--- src/rtl/riscv_pkg.sv ---
// Shared fetch-stage types: opcode constants, default reset PC, fetch entry, FSM states.
// No logic of its own; no latency.
// No flow control; consumers decide how entries move.
package riscv_pkg;

  localparam logic [6:0]  R_TYPE_OP        = 7'b0110011;
  localparam logic [6:0]  I_TYPE_OP        = 7'b0010011;
  localparam logic [31:0] DEFAULT_RESET_PC = 32'h0000_0000;

  // One buffered fetch: address of the word and the word itself.
  typedef struct packed {
    logic [31:0] pc;
    logic [31:0] insn;
  } fetch_entry_t;

  // Decoder presentation handshake states.
  typedef enum logic [1:0] {
    S_IDLE  = 2'd0,
    S_PULSE = 2'd1,
    S_BUSY  = 2'd2
  } pres_state_t;

  // Only register-register and register-immediate ALU ops are accepted.
  function automatic logic is_illegal(input logic [31:0] insn);
    return !((insn[6:0] == R_TYPE_OP) || (insn[6:0] == I_TYPE_OP));
  endfunction

endpackage

--- src/rtl/ifetch_fifo.sv ---
// Prefetch FIFO for fetched words, with flush that can optionally preserve the head.
// Latency: a push is visible at the head on the cycle after the write edge.
// Backpressure: none; the producer guarantees it never pushes when full (extra pushes are dropped).
module ifetch_fifo #(
  parameter int DEPTH = 2
) (
  input  logic                     clk,
  input  logic                     rst,
  input  logic                     i_push,
  input  logic [63:0]              i_push_dat,
  input  logic                     i_pop,
  input  logic                     i_flush,
  input  logic                     i_keep_head,
  output logic [63:0]              o_head,
  output logic [$clog2(DEPTH):0]   o_count
);

  localparam int AW = $clog2(DEPTH);
  localparam int CW = AW + 1;

  logic [63:0]   r_mem [DEPTH];
  logic [AW-1:0] r_rd_ptr;
  logic [AW-1:0] r_wr_ptr;
  logic [CW-1:0] r_count;
  logic [AW-1:0] w_rd_ptr_nxt;
  logic [AW-1:0] w_wr_ptr_nxt;
  logic [CW-1:0] w_count_nxt;
  logic          w_do_push;
  logic          w_do_pop;

  // Next pointers/count; a flush leaves either nothing or just the surviving head.
  always_comb begin
    w_do_pop     = i_pop && (r_count != '0);
    w_do_push    = i_push && !i_flush && (r_count != CW'(DEPTH));
    w_rd_ptr_nxt = r_rd_ptr + AW'(w_do_pop);
    w_wr_ptr_nxt = r_wr_ptr + AW'(w_do_push);
    w_count_nxt  = r_count + CW'(w_do_push) - CW'(w_do_pop);
    if (i_flush) begin
      w_count_nxt  = (i_keep_head && !w_do_pop && (r_count != '0)) ? CW'(1) : '0;
      w_wr_ptr_nxt = w_rd_ptr_nxt + AW'(w_count_nxt);
    end
  end

  // Storage write; contents need no reset because count gates visibility.
  always_ff @(posedge clk) begin
    if (w_do_push) begin
      r_mem[r_wr_ptr] <= i_push_dat;
    end
  end

  // Pointer and occupancy registers.
  always_ff @(posedge clk or negedge rst) begin
    if (!rst) begin
      r_rd_ptr <= '0;
      r_wr_ptr <= '0;
      r_count  <= '0;
    end else begin
      r_rd_ptr <= w_rd_ptr_nxt;
      r_wr_ptr <= w_wr_ptr_nxt;
      r_count  <= w_count_nxt;
    end
  end

  assign o_head  = r_mem[r_rd_ptr];
  assign o_count = r_count;

endmodule

--- src/rtl/instr_fetch.sv ---
// Instruction fetch: in-order imem reads into a prefetch FIFO, presented to the decoder via RDY_BSY/dec_done.
// Latency: response in cycle N gives an RDY_BSY pulse in cycle N+2 when idle and empty; optional IFETCH_ILLEGAL_CHECK_EN adds the illegal output.
// Backpressure: requests are throttled so outstanding + buffered words never exceed FIFO_DEPTH; a redirect drops stale words.
module instr_fetch
  import riscv_pkg::*;
#(
  parameter logic [31:0] RESET_PC   = DEFAULT_RESET_PC,
  parameter int          FIFO_DEPTH = 2
) (
  input  logic        clk,
  input  logic        rst,
  output logic        imem_req_valid,
  input  logic        imem_req_ready,
  output logic [31:0] imem_addr,
  input  logic        imem_rsp_valid,
  input  logic [31:0] imem_rsp_data,
  input  logic        redirect_valid,
  input  logic [31:0] redirect_pc,
  output logic [31:0] instruction,
  output logic [31:0] pc,
  output logic        RDY_BSY,
  input  logic        dec_done
`ifdef IFETCH_ILLEGAL_CHECK_EN
  ,
  output logic        illegal
`endif
);

  localparam int CW = $clog2(FIFO_DEPTH) + 1;

  logic [31:0]   r_fetch_pc;
  logic [31:0]   r_rsp_pc;
  logic [31:0]   r_instruction;
  logic [31:0]   r_pc;
  logic          r_rdy_bsy;
  logic [CW-1:0] r_outstanding;
  logic [CW-1:0] r_discard;
  pres_state_t   r_state;
  pres_state_t   w_state_nxt;
  logic [CW-1:0] w_outstanding_nxt;
  logic [CW-1:0] w_fifo_count;
  logic [CW:0]   w_inflight;
  logic [31:0]   w_redirect_pc;
  logic [63:0]   w_head_raw;
  fetch_entry_t  w_head;
  logic          w_accept;
  logic          w_rsp_keep;
  logic          w_load;
  logic          w_pop;

  assign w_redirect_pc     = redirect_pc & 32'hFFFF_FFFC;
  assign w_inflight        = {1'b0, r_outstanding} + {1'b0, w_fifo_count};
  assign imem_req_valid    = rst && (w_inflight < (CW+1)'(FIFO_DEPTH));
  assign w_accept          = imem_req_valid && imem_req_ready;
  assign w_rsp_keep        = imem_rsp_valid && (r_discard == '0) && !redirect_valid;
  assign w_outstanding_nxt = r_outstanding + CW'(w_accept) - CW'(imem_rsp_valid);
  assign w_head            = fetch_entry_t'(w_head_raw);

  ifetch_fifo #(
    .DEPTH (FIFO_DEPTH)
  ) u_fifo (
    .clk         (clk),
    .rst         (rst),
    .i_push      (w_rsp_keep),
    .i_push_dat  ({r_rsp_pc, imem_rsp_data}),
    .i_pop       (w_pop),
    .i_flush     (redirect_valid),
    .i_keep_head (r_state != S_IDLE),
    .o_head      (w_head_raw),
    .o_count     (w_fifo_count)
  );

  // Fetch PC, response address tracking, and stale-response accounting.
  always_ff @(posedge clk or negedge rst) begin
    if (!rst) begin
      r_fetch_pc    <= RESET_PC;
      r_rsp_pc      <= RESET_PC;
      r_outstanding <= '0;
      r_discard     <= '0;
    end else begin
      r_outstanding <= w_outstanding_nxt;
      if (redirect_valid) begin
        // Everything still in flight after this edge belongs to the old stream.
        r_fetch_pc <= w_redirect_pc;
        r_rsp_pc   <= w_redirect_pc;
        r_discard  <= w_outstanding_nxt;
      end else begin
        if (w_accept) begin
          r_fetch_pc <= r_fetch_pc + 32'd4;
        end
        if (imem_rsp_valid) begin
          if (r_discard != '0) begin
            r_discard <= r_discard - CW'(1);
          end else begin
            r_rsp_pc <= r_rsp_pc + 32'd4;
          end
        end
      end
    end
  end

  // Presentation state register.
  always_ff @(posedge clk or negedge rst) begin
    if (!rst) begin
      r_state <= S_IDLE;
    end else begin
      r_state <= w_state_nxt;
    end
  end

  // Presentation next state; an IDLE load is skipped on redirect since the head is being flushed.
  always_comb begin
    w_state_nxt = r_state;
    w_load      = 1'b0;
    w_pop       = 1'b0;
    case (r_state)
      S_IDLE: begin
        if ((w_fifo_count != '0) && !redirect_valid) begin
          w_load      = 1'b1;
          w_state_nxt = S_PULSE;
        end
      end
      S_PULSE: w_state_nxt = S_BUSY;
      S_BUSY: begin
        if (dec_done) begin
          w_pop       = 1'b1;
          w_state_nxt = S_IDLE;
        end
      end
      default: w_state_nxt = S_IDLE;
    endcase
  end

  // Registered decoder-facing outputs, loaded from the FIFO head.
  always_ff @(posedge clk or negedge rst) begin
    if (!rst) begin
      r_instruction <= '0;
      r_pc          <= RESET_PC;
      r_rdy_bsy     <= 1'b0;
    end else begin
      r_rdy_bsy <= w_load;
      if (w_load) begin
        r_instruction <= w_head.insn;
        r_pc          <= w_head.pc;
      end
    end
  end

  assign imem_addr   = r_fetch_pc;
  assign instruction = r_instruction;
  assign pc          = r_pc;
  assign RDY_BSY     = r_rdy_bsy;

`ifdef IFETCH_ILLEGAL_CHECK_EN
  logic r_illegal;

  // Legality flag loaded with the instruction so both change together.
  always_ff @(posedge clk or negedge rst) begin
    if (!rst) begin
      r_illegal <= 1'b0;
    end else if (w_load) begin
      r_illegal <= is_illegal(w_head.insn);
    end
  end

  assign illegal = r_illegal;
`endif

endmodule

--- config.mk ---
export PLATFORM = sky130hd
export DESIGN_NAME = instr_fetch
export DESIGN_NICKNAME = d
export VERILOG_FILES = /design/src/rtl/riscv_pkg.sv /design/src/rtl/ifetch_fifo.sv /design/src/rtl/instr_fetch.sv
export SDC_FILE = /design/constraint.sdc
export NUM_CORES = 1
export LEC_CHECK = 0
export ABC_AREA = 1
export CAP_MARGIN = 10
export CORE_AREA = 2 2 150 152
export DETAILED_ROUTE_END_ITERATION = 8
export DIE_AREA = 0 0 152 154
export PLACE_DENSITY = 0.79
export SYNTH_ARGS = -nofsm -noshare
export SYNTH_HDL_FRONTEND = slang
export SYNTH_SLANG_ARGS = --single-unit
--- constraint.sdc ---
create_clock -name clk -period 8.2 [get_ports clk]
set_input_delay 0.82 -clock clk [delete_from_list [all_inputs] [get_ports clk]]
set_output_delay 0.82 -clock clk [all_outputs]
set_load 0.02 [all_outputs]
Word level (Yosys, flattened, before mapping). Memory sizes are Yosys's and may differ from the RTL's. A register that Yosys moved wholly into a read port is not among the register bits. Index checks and enable logic that the tools add are counted.

Register bits: 75. RAM bits: 128. Output and inout bits: 98. Logic and storage cells: 72. Memories: 1.

Add/subtract/negate cells: 11. Order comparisons: 1. Equality and inequality tests: 6. Muxes and demuxes: 20. Reductions and logical operators: 24.

Memory list: u_fifo.r_mem (words 2, width 64, read ports 1, clocked after Yosys merged registers in 1, wr ports 1, RTL line ifetch_fifo.sv:21) `logic [63:0] r_mem [DEPTH];`.

Operators with widths (number): 2-to-1 mux 32 bit (5); adder 32 x 3 -> 32 bit (second input constant) (2); 2-to-1 mux 2 bit (6); nonzero test 2 bit (6); logical AND 1 bit (10); 2-to-1 mux 1 bit (8); inequality test 2 bit (second input constant) (4); case mux 2 bit (3 select lines) (1); AND reduction 2 bit (3); adder 2 x 1 -> 2 bit (2); logical NOT 2 bit (2); subtractor 2 x 1 -> 2 bit (2); adder 1 bit (3); adder 2 x 2 -> 3 bit (1); logical NOT 1 bit (3); < comparator 3 x 2 -> 1 bit (second input constant) (1); == test 2 x 1 -> 1 bit (second input constant) (1); == test 2 bit (second input constant) (1); subtractor 2 x 1 -> 2 bit (second input constant) (1).

Depth between registers and ports, before layout. Gate-level depths: netlist of the first run.

Depth in word-level cells: 9. Depth in mapped cells: 13.

Hierarchy. From an unflattened synthesis of the first run, not the netlist that was laid out.

Cell total of the unflattened synthesis: 1347. Area total of the unflattened synthesis: 12062.8 µm².

By module, submodules not included: instr_fetch (times used 1, cells each 974, area each 7063.0 µm², sequential area each 3278.1 µm²); ifetch_fifo (times used 1, cells each 373, area each 4999.8 µm², sequential area each 3943.8 µm²).

Worst setup path before layout of the first run. No wires, ideal clock.

Path type: input port to flip-flop. From: input redirect_valid. To: memory u_fifo.r_mem[1][0], enable pin. Setup time: 427 ps. Arrival: 3116 ps. Data required time: 7773 ps. Setup slack: 4657 ps. Stages: 5. Buffers on the path: 1. Path through: buf_2 > nor2_1 > inv_1 > a21oi_1 > ha_1.

Cells in the longest elaborated chain, start to end: 6.

RTL lines: from (decl) (RTL line instr_fetch.sv:17) `input logic redirect_valid,`; logical NOT 1 bit * (RTL line ifetch_fifo.sv:34, instr_fetch.sv:55); logical AND 1 bit (RTL line instr_fetch.sv:55) `assign w_rsp_keep = imem_rsp_valid && (r_discard == '0) && !redirect_valid;`; logical AND 1 bit * (2 in a row) (RTL line ifetch_fifo.sv:34) `w_do_push = i_push && !i_flush && (r_count != CW'(DEPTH));`; 2-to-1 mux 1 bit * (RTL line ifetch_fifo.sv:46) `if (w_do_push) begin`; 2-to-1 mux 1 bit (implied by the code) * (RTL line ifetch_fifo.sv:47) `r_mem[r_wr_ptr] <= i_push_dat;`; to (decl) (RTL line ifetch_fifo.sv:21).

Every way passes the cells marked *; elsewhere a longest branch is shown, timed or not.

Worst setup path after layout of the first run.
From: input redirect_valid. To: memory u_fifo.r_mem[0][61], enable pin.

The elaborated chain is that of the path after synthesis.

==> reports/results.ini, run 1 <==
[placed_design]
place_ws_ps = 3450
place_congestion = 0.905
postPlaceCellArea_sq_um = 13500
io_buffers = 161
dpl.hpwl_um = 17900
dp.cells = 1637

[worst_setup_path]
arrival_ps = 4350
cp_cell_sequence = clkdlybuf4s50_1 > buf_4 > nor2_1 > inv_1 > a21oi_1 > ha_2 > buf_4
slowest_stage = nor2_1
required_ps = 8350
cpPeakStageDelay_ps = 930
worst_path_dominant_cell_family = buffers and inverters
cpMostUsedCell = buf_4
crit_fanout = 45
critPathKind = input port to register
path_buf_inv = 4
end_kind = register
worstSetupStartpointType = input port

[synthesis]
synth_top_family_by_area = simple AND/OR/NAND/NOR gates
synthSimpleGateAreaFrac_pct = 19.3
synth_area_sq_um = 11800
synth-main-ff-cell = dfrtp_1
synth_top_area_share_pct = 31.6
synth.area.top_cells = edfxtp_1 32%, dfrtp_1 28%, nand2_1 11%, inv_1 4.8%, o21a_1 4.0%
synth.most_common_cell = nand2_1
synthAdderAreaFrac_pct = 1.13
synth_top_cell_by_area = edfxtp_1
synth.top_cells.by_count = 342 x nand2_1, 150 x inv_1, 133 x dfrtp_1, 124 x edfxtp_1, 92 x o21ai_0
yosys_warnings = 0
synth.distinct_cells = 37
ys_seq_area_share_pct = 59.9
syn_inst = 1237
synth.avg_cell_area_sq_um = 9.52
synth-xor-area-share_pct = 1.56
synthMuxAreaShare_pct = 0
async_reset_ff_share_pct = 51.8
synth-compound-area-share_pct = 10.7
synth_edf_count = 124
ys_ff_latch = 257

[cts]
cts_root_buf = clkbuf_16
postCtsSetupBuffers = 0
clk_path_buf_depth = 3
numCtsBuffers = 27
cts_resized = 0
cts-hold-fix-buffers = 0
clk_latency_ps = 530
clock-sinks = 257
cts_tree = yes
clk_pin_slew_ps = 60
htree_levels = 1

[worst_hold_path]
hp-class = input port to async pin

[drt]
post_drt_wl_per_cell_um = 15.8
dr_total_vias = 8974
drtPass1Iterations = 5
drtIter0Drc = 669
drc = 0
final_antenna_net_count = 0
finalWirelength_um = 26700
viasPerCell = 5.32

[timing]
final.setup.worst_slack_ps = 4010
max_slew_margin_pct = 22.8
clock.fmax_mhz = 238
setup_viol = 0
rsz0062_at_grt = false
final.min_clock_period_ps = 4190
setup_tns_ps = 0
fin_skew_ps = 13.1
slew_violations = 0
worst_slew_pin_slew_ps = 1150
whs_ps = 339
finalHoldViolations = 0
finalCritPeriodShare_pct = 51.2

[floorplanning]
die_area_sq_um = 23400
die_x_um = 152
start_util_pct = 54.3
rows = 54
io_pins = 168
fp.coreArea_sq_um = 21700
die_h_um = 154

[power]
leakage_nw = 5.86
p_per_area_nw_per_um2 = 319
peakVddDrop_mv = 0.156

[layout]
fin_cells = 1686
layout.nets = 1466
area_delta_synth_final_pct = 22.4
n_antenna_cell = 0
drive_above_1_share_pct = 5.41
final_cell_area_sq_um = 14400

[global_route]
grt_pass1_vias = 8900
antenna_found_initial = 0
grt.total_usage_pct = 23.0
grt_max_degree = 79
grt_pass1_wl_um = 44000
grt-ovfl-total = 0

[outcome]
status = complete, no violations

[flow_run]
drv_cap = 0

## worst paths after layout
check,from,endpoint,slack [ps],cells after the start
worst max-delay path,redirect_valid,u_fifo.r_mem[0][61]$_DFFE_PP_,4010,7
worst min-delay path,rst,instruction[21]$_DFFE_PN0P_,340,1
worst max register to register,r_discard[0]$_DFFE_PN0P_,u_fifo.r_mem[0][61]$_DFFE_PP_,4290,8
worst min register to register,instruction[0]$_DFFE_PN0P_,instruction[0]$_DFFE_PN0P_,480,1
max in group asynchronous,rst,u_fifo.r_rd_ptr$_DFF_PN0_,6530,2
min in group clk,instruction[0]$_DFFE_PN0P_,instruction[0]$_DFFE_PN0P_,480,1
## cell families after synthesis
| kind of cell | count (synthesis) |
|---|---|
| compound gates | 205 |
| flops | 257 |
| fa+ha+maj | 10 |
| buf+inv | 203 |
| simple gates | 540 |
| other cells | 1 |
| xor+xnor | 21 |
## worst reg2reg max path, cell delays in order, from the launching register on
cell     delay (ps)
dfrtp_1         370
inv_1            70
ha_1            160
nand2_1         130
nor2_1          890
inv_1           360
a21oi_1         350
ha_2            580
buf_4           610
## metrics by stage
step	power, mW	utilization, %
finish	4.59	66.5
global route	4.85	66.5
CTS	4.62	66.5
detailed placement	3.38	62.3
global placement	3.33	62.3
floorplan	2.79	-
## metal layers
metal / part of all wire [%] / GRT usage, % / vias to the layer above
li1: - / - / 4347
met1: 44 / 31.9 / 4197
met2: 47 / 38.2 / 378
met3: 7.3 / 3.21 / 52
met4: 2.2 / 6.50 / 0
met5: 0 / 0 / -
## layout make-up
cell class / count / area [sq um]
Clock inverter: 8 / 119
Inverter: 153 / 574
Sequential cell: 257 / 7060
Tap cell: 280 / 350
Multi-Input combinational cell: 780 / 3880
Clock buffer: 41 / 778
Fill cell: 1634 / 7270
Timing Repair Buffer: 167 / 1660
## layout by cell type, fill, tap and decap left out, drive strengths merged, types with 5 or more instances in the layout
cell,count
a21oi,16
buf,7
clkbuf,41
clkdlybuf4s50,160
dfrtp,133
edfxtp,124
ha,9
inv,153
nand2,349
nand3,72
nand4,10
nor2,91
nor3,13
o211ai,16
o21a,63
o21ai,95
o21bai,9
xnor2,5
xor2,16
## flip-flops by register name (all words and copies together), names as in the netlist
register / cells
RDY_BSY: 1
imem_addr: 30
instruction: 32
pc: 30
r_discard: 2
r_outstanding: 2
r_rsp_pc: 30
r_state: 2
u_fifo.o_count: 2
u_fifo.r_mem: 124
u_fifo.r_rd_ptr: 1
u_fifo.r_wr_ptr: 1
## report_power, final
group,internal [mW],total [mW],switching [mW],leakage (nW)
Clock,0.746,1.22,0.479,0.431
Combinational,0.644,1.44,0.799,2.76
Sequential,1.68,1.92,0.247,2.68
Total,3.07,4.59,1.53,5.86
(Power assumes the default switching activity.)
==> run 2: changes to the inputs <==
- CORE_AREA: 2 2 150 152 -> 2 2 157 159
- DIE_AREA: 0 0 152 154 -> 0 0 159 161
- PLACE_DENSITY: 0.79 -> 0.76
- clock period: 8.2 -> 3.66 ns (I/O delays scaled with it)
==> reports/results.ini, run 2 (synthesis results as in run 1) <==
[drt]
viasPerCell = 5.12  ; -3.8%
finalWirelength_um = 26200  ; -1.6%
drtIter0Drc = 612  ; -8.5%
drc = 0  ; unchanged
post_drt_wl_per_cell_um = 15.1  ; -4.2%
dr_total_vias = 8870  ; -1.2%
final_antenna_net_count = 0  ; unchanged
drtPass1Iterations = 5  ; unchanged

[worst_setup_path]
cp_cell_sequence = nand2_1 > inv_1 > fa_1 > nor3b_4 > clkdlybuf4s50_1
worstSetupStartpointType = register
worst_path_dominant_cell_family = buffers and inverters
required_ps = 3290  ; -5060 ps
crit_fanout = 3  ; -93%
path_buf_inv = 2  ; -2
critPathKind = register to output port
slowest_stage = clkdlybuf4s50_1
cpPeakStageDelay_ps = 650  ; -280 ps
arrival_ps = 2420  ; -1930 ps
end_kind = output port

[layout]
drive_above_1_share_pct = 5.75  ; +0.35 points
final_util_pct = 60.6  ; -5.9 points
layout.cells.most_common_list = 342 x nand2_1, 160 x clkdlybuf4s50_1, 150 x inv_1
layout.nets = 1470  ; +0.27%
regMostFlops = u_fifo.r_mem
nFillCells = 1969  ; +21%
multi_input_area_sq_um = 3880  ; unchanged
n_antenna_cell = 0  ; unchanged
layout_commonest_cell = nand2_1
final_cell_area_sq_um = 14500  ; +0.69%
regArea_sq_um = 7060  ; unchanged
area_delta_synth_final_pct = 23.2
largest_reg_flops = 124  ; unchanged

[timing]
final.min_clock_period_ps = 2780
setup_viol = 0  ; unchanged
finalHoldViolations = 0  ; unchanged
rsz0062_at_grt = false
fin_skew_ps = 24.7  ; +11.7 ps
clock.fmax_mhz = 359
worst_slew_pin_slew_ps = 1090  ; -61.8 ps
setup_tns_ps = 0  ; unchanged
finalCritPeriodShare_pct = 76.0
max_slew_margin_pct = 27.2  ; +4.4 points
slew_violations = 0  ; unchanged

[power]
p_per_area_nw_per_um2 = 704  ; +120%
internal-power_mw = 6.80  ; +120%
leakage_nw = 5.87  ; +0.18%
switchingPower_mw = 3.42  ; +120%
comb_power_share_pct = 30.8  ; -0.6 points
seq_power_share_pct = 43.0  ; +1.1 points
switching_share_pct = 33.4  ; +0.23 points
clkPwrFrac_pct = 26.2  ; -0.5 points
peakVddDrop_mv = 0.430  ; +180%

[cts]
clk_latency_ps = 540  ; about the same
postCtsSetupBuffers = 0  ; unchanged
cts_root_buf = clkbuf_16
clk_pin_slew_ps = 60  ; about the same
htree_levels = 1  ; unchanged
cts-hold-fix-buffers = 0  ; unchanged
cts_resized = 0  ; unchanged
numCtsBuffers = 27  ; unchanged
clock-sinks = 257  ; unchanged
clk_path_buf_depth = 3  ; unchanged
cts_tree = yes

[floorplanning]
die_x_um = 159  ; +4.6%
die_area_sq_um = 25600  ; +9.4%
fp.coreArea_sq_um = 24000  ; +10%
start_util_pct = 49.2  ; -5.2 points
io_pins = 168  ; unchanged
rows = 57  ; +5.6%
die_h_um = 161  ; +4.5%

[flow_run]
drv_cap = 0  ; unchanged

[global_route]
grt.total_usage_pct = 20.7  ; -2.3 points
grt_pass1_wl_um = 43000  ; -2.3%
antenna_found_initial = 0  ; unchanged
grt_pass1_vias = 8589  ; -3.5%
grt_max_degree = 127  ; +61%
grt-ovfl-total = 0  ; unchanged

[placed_design]
place_congestion = 0.882  ; -2.5%
dpl.hpwl_um = 18100  ; +1.2%
postPlaceCellArea_sq_um = 13700  ; +1.0%
io_buffers = 161  ; unchanged

[worst_hold_path]
hp-class = input port to async pin

[outcome]
status = complete, no violations

run 2: cell type report:
class,count,area share (%)
clock buffer,34,4.91
clock inverter,13,1.03
inverter,153,3.96
multi-input combinational,780,26.7
sequential,257,48.6
tap,324,2.79
timing repair buffer,171,12.0
run 2: power groups by stage:
stage,sequential (mW),combinational (mW),clock [mW]
CTS,4.40,3.18,2.72
global route,4.52,3.43,2.84
finish,4.39,3.14,2.68
global placement,4.41,3.07,0
floorplan,4.69,1.56,0
detailed placement,4.45,3.17,0
run 2: per-layer routing:
layer	share of wire, %	vias to the layer above	global-route usage, %
met5	0	-	0
li1	-	4349	-
met3	7.0	46	3.16
met2	46	302	33.3
met4	2.4	0	6.28
met1	45	4173	29.3
run 2: final timing paths:
kind	start	depth (start not counted)	end	slack (ps)
setup / recovery	u_fifo.o_count[0]$_DFF_PN0_	5	imem_req_valid	880
hold / removal	rst	2	instruction[22]$_DFFE_PN0P_	70
setup reg to reg	u_fifo.o_count[0]$_DFF_PN0_	13	r_discard[1]$_DFFE_PN0P_	1090
hold reg to reg	instruction[30]$_DFFE_PN0P_	1	instruction[30]$_DFFE_PN0P_	480
max in group asynchronous	rst	2	u_fifo.r_rd_ptr$_DFF_PN0_	2870
min in group clk	imem_rsp_data[5]	1	u_fifo.r_mem[0][5]$_DFFE_PP_	420
run 2: through the flow:
step / power, mW / std cells / worst slack [ps] / hold slack (ps)
after floorplan: 6.24 / 1240 / 454 / 70.4
after global placement: 7.49 / 1685 / 847 / 472
after detailed placement: 7.62 / 1685 / 762 / 479
after CTS: 10.3 / 1732 / 824 / 94.9
after global routing: 10.8 / 1732 / 760 / 143
final: 10.2 / 1732 / 878 / 68.7
==> run 3: changes to the inputs <==
- clock period: 3.66 -> 2.3 ns (I/O delays scaled with it)
==> reports/results.ini, run 3 (synthesis results as in run 1) <==
[timing]
setup_tns_ps = -39.3  ; -39.3 ps
fin_skew_ps = 9.19  ; -15.6 ps
worst_slew_pin_slew_ps = 820  ; -272 ps
setup_viol = 1  ; +1
rsz0062_at_grt = true
final.min_clock_period_ps = 2340
whs_ps = 282  ; +213 ps
final.setup.worst_slack_ps = -39.3  ; -917 ps
finalCritPeriodShare_pct = 102
finalHoldViolations = 0  ; unchanged
slew_violations = 0  ; unchanged
max_slew_margin_pct = 45.4  ; +18 points
clock.fmax_mhz = 427

[placed_design]
place_congestion = 1.03  ; +16%
postPlaceCellArea_sq_um = 13800  ; +1.2%
io_buffers = 161  ; unchanged
dpl.hpwl_um = 18800  ; +3.7%

[worst_setup_path]
reg2reg_depth = 13  ; unchanged
critPathKind = register to register
end_kind = register
arrival_ps = 2740  ; +320 ps
required_ps = 2700  ; -590 ps
worstSetupStartpointType = register
crit_fanout = 2  ; -1

[power]
leakage_nw = 6.07  ; +3.3%
switchingPower_mw = 5.59  ; +64%
comb_power_share_pct = 32.7  ; +1.9 points
clkPwrFrac_pct = 26.7  ; +0.5 points
finalPower_mw = 16.8  ; +65%
internal-power_mw = 11.2  ; +66%
seq_power_share_pct = 40.6  ; -2.4 points
switching_share_pct = 33.2  ; -0.24 points
peakVddDrop_mv = 0.618  ; +44%
p_per_area_nw_per_um2 = 1130  ; +61%

[layout]
final_cell_area_sq_um = 14900  ; +2.7%
largest_reg_flops = 124  ; unchanged
layout.cells.most_common_list = 342 x nand2_1, 159 x clkdlybuf4s50_1, 149 x inv_1
nFillCells = 1942  ; -1.4%
area_delta_synth_final_pct = 26.5
regMostFlops = u_fifo.r_mem
drive_above_1_share_pct = 8.16  ; +2.4 points
final_util_pct = 62.2  ; +1.6 points
layout.nets = 1493  ; +1.6%
layout_commonest_cell = nand2_1
n_antenna_cell = 0  ; unchanged

[drt]
final_antenna_net_count = 0  ; unchanged
post_drt_wl_per_cell_um = 15.5  ; +2.1%
viasPerCell = 5.14  ; +0.32%
finalWirelength_um = 27200  ; +3.6%
drtIter0Drc = 598  ; -2.3%
drc = 0  ; unchanged
dr_total_vias = 9032  ; +1.8%
drtPass1Iterations = 5  ; unchanged

[cts]
clk_latency_ps = 530  ; about the same
htree_levels = 1  ; unchanged
cts_tree = yes
numCtsBuffers = 27  ; unchanged
cts_root_buf = clkbuf_16
clk_pin_slew_ps = 60  ; about the same
clock-sinks = 257  ; unchanged
clk_path_buf_depth = 3  ; unchanged

[floorplanning]
die_h_um = 161  ; unchanged
die_area_sq_um = 25600  ; unchanged
die_x_um = 159  ; unchanged
rows = 57  ; unchanged
start_util_pct = 49.2  ; unchanged
io_pins = 168  ; unchanged
fp.coreArea_sq_um = 24000  ; unchanged

[worst_hold_path]
hold_path_depth = 1
hp-class = input port to register

[outcome]
violations = negative setup slack
status = finished, violations left

[global_route]
grt_pass1_vias = 8740  ; +1.8%
grt_max_degree = 134  ; +5.5%
grt_pass1_wl_um = 43800  ; +1.9%
grt-ovfl-total = 0  ; unchanged
grt.total_usage_pct = 21.0  ; +0.37 points
antenna_found_initial = 0  ; unchanged

[flow_run]
drv_cap = 0  ; unchanged

[run 3: per-layer routing]
metal  global-route usage [%]  part of all wire, %  vias to the layer above
met2                     35.7                   48                      327
met1                     28.7                   44                     4281
li1                         -                    -                     4389
met3                     3.00                  6.6                       35
met5                        0                    0                        -
met4                     5.50                  1.8                        0
[run 3: critical path, cell delays in order, from the launching register on]
cell and delay (ps):
dfrtp_1 390, nand2_1 80, inv_1 50, fa_1 480
nor3b_4 240, nand2_2 110, ha_4 280, inv_2 40
ha_4 150, xnor2_2 130, nand2_1 70, o21ai_1 60
nand2_1 70, o21ai_1 60
[run 3: area by class of cell]
class / count / area [sq um] / share of cell area, %
clock buffers: 34 / 763 / 5.12
well taps: 324 / 405 / 2.72
flip-flops and latches: 257 / 7060 / 47.3
inverters: 153 / 582 / 3.90
clock inverters: 16 / 180 / 1.21
multi-input cells: 780 / 3930 / 26.4
repair buffers: 194 / 1990 / 13.3
[run 3: power by group through the flow]
stage               logic (mW)  registers, mW  clock network, mW
floorplan                 2.48           7.45                  0
global placement          5.21           6.86                  0
detailed placement        5.33           6.91                  0
CTS                       5.51           6.83               4.57
global route              6.01           6.99               4.76
finish                    5.51           6.83               4.49
[run 3: worst paths after layout]
path | end | slack, ps | startpoint
min | u_fifo.r_mem[0][6]$_DFFE_PP_ | 280 | imem_rsp_data[6]
min in group asynchronous | instruction[21]$_DFFE_PN0P_ | 370 | rst
max reg2reg | r_discard[1]$_DFFE_PN0P_ | -40 | u_fifo.o_count[0]$_DFF_PN0_
min reg2reg | instruction[26]$_DFFE_PN0P_ | 490 | instruction[26]$_DFFE_PN0P_
max in group asynchronous | u_fifo.r_rd_ptr$_DFF_PN0_ | 1170 | rst
max | r_discard[1]$_DFFE_PN0P_ | -40 | u_fifo.o_count[0]$_DFF_PN0_
[run 3: per-stage QoR]
step | setup slack, ps | cells
floorplan | -275 | 1240
global route | -148 | 1758
global placement | 30.5 | 1701
detailed placement | -19.4 | 1701
CTS | -35.0 | 1756
finish | -39.3 | 1758
[run 3: repair_timing]
item / CTS / global route
cloned: 0 / 1
hold endpoints to repair: 133 / 0
buffers inserted: 4 / 1
setup endpoints to repair: 3 / 27
gates resized for setup: 16 / 7
pin swaps: 7 / 2
hold buffers: 1 / 0
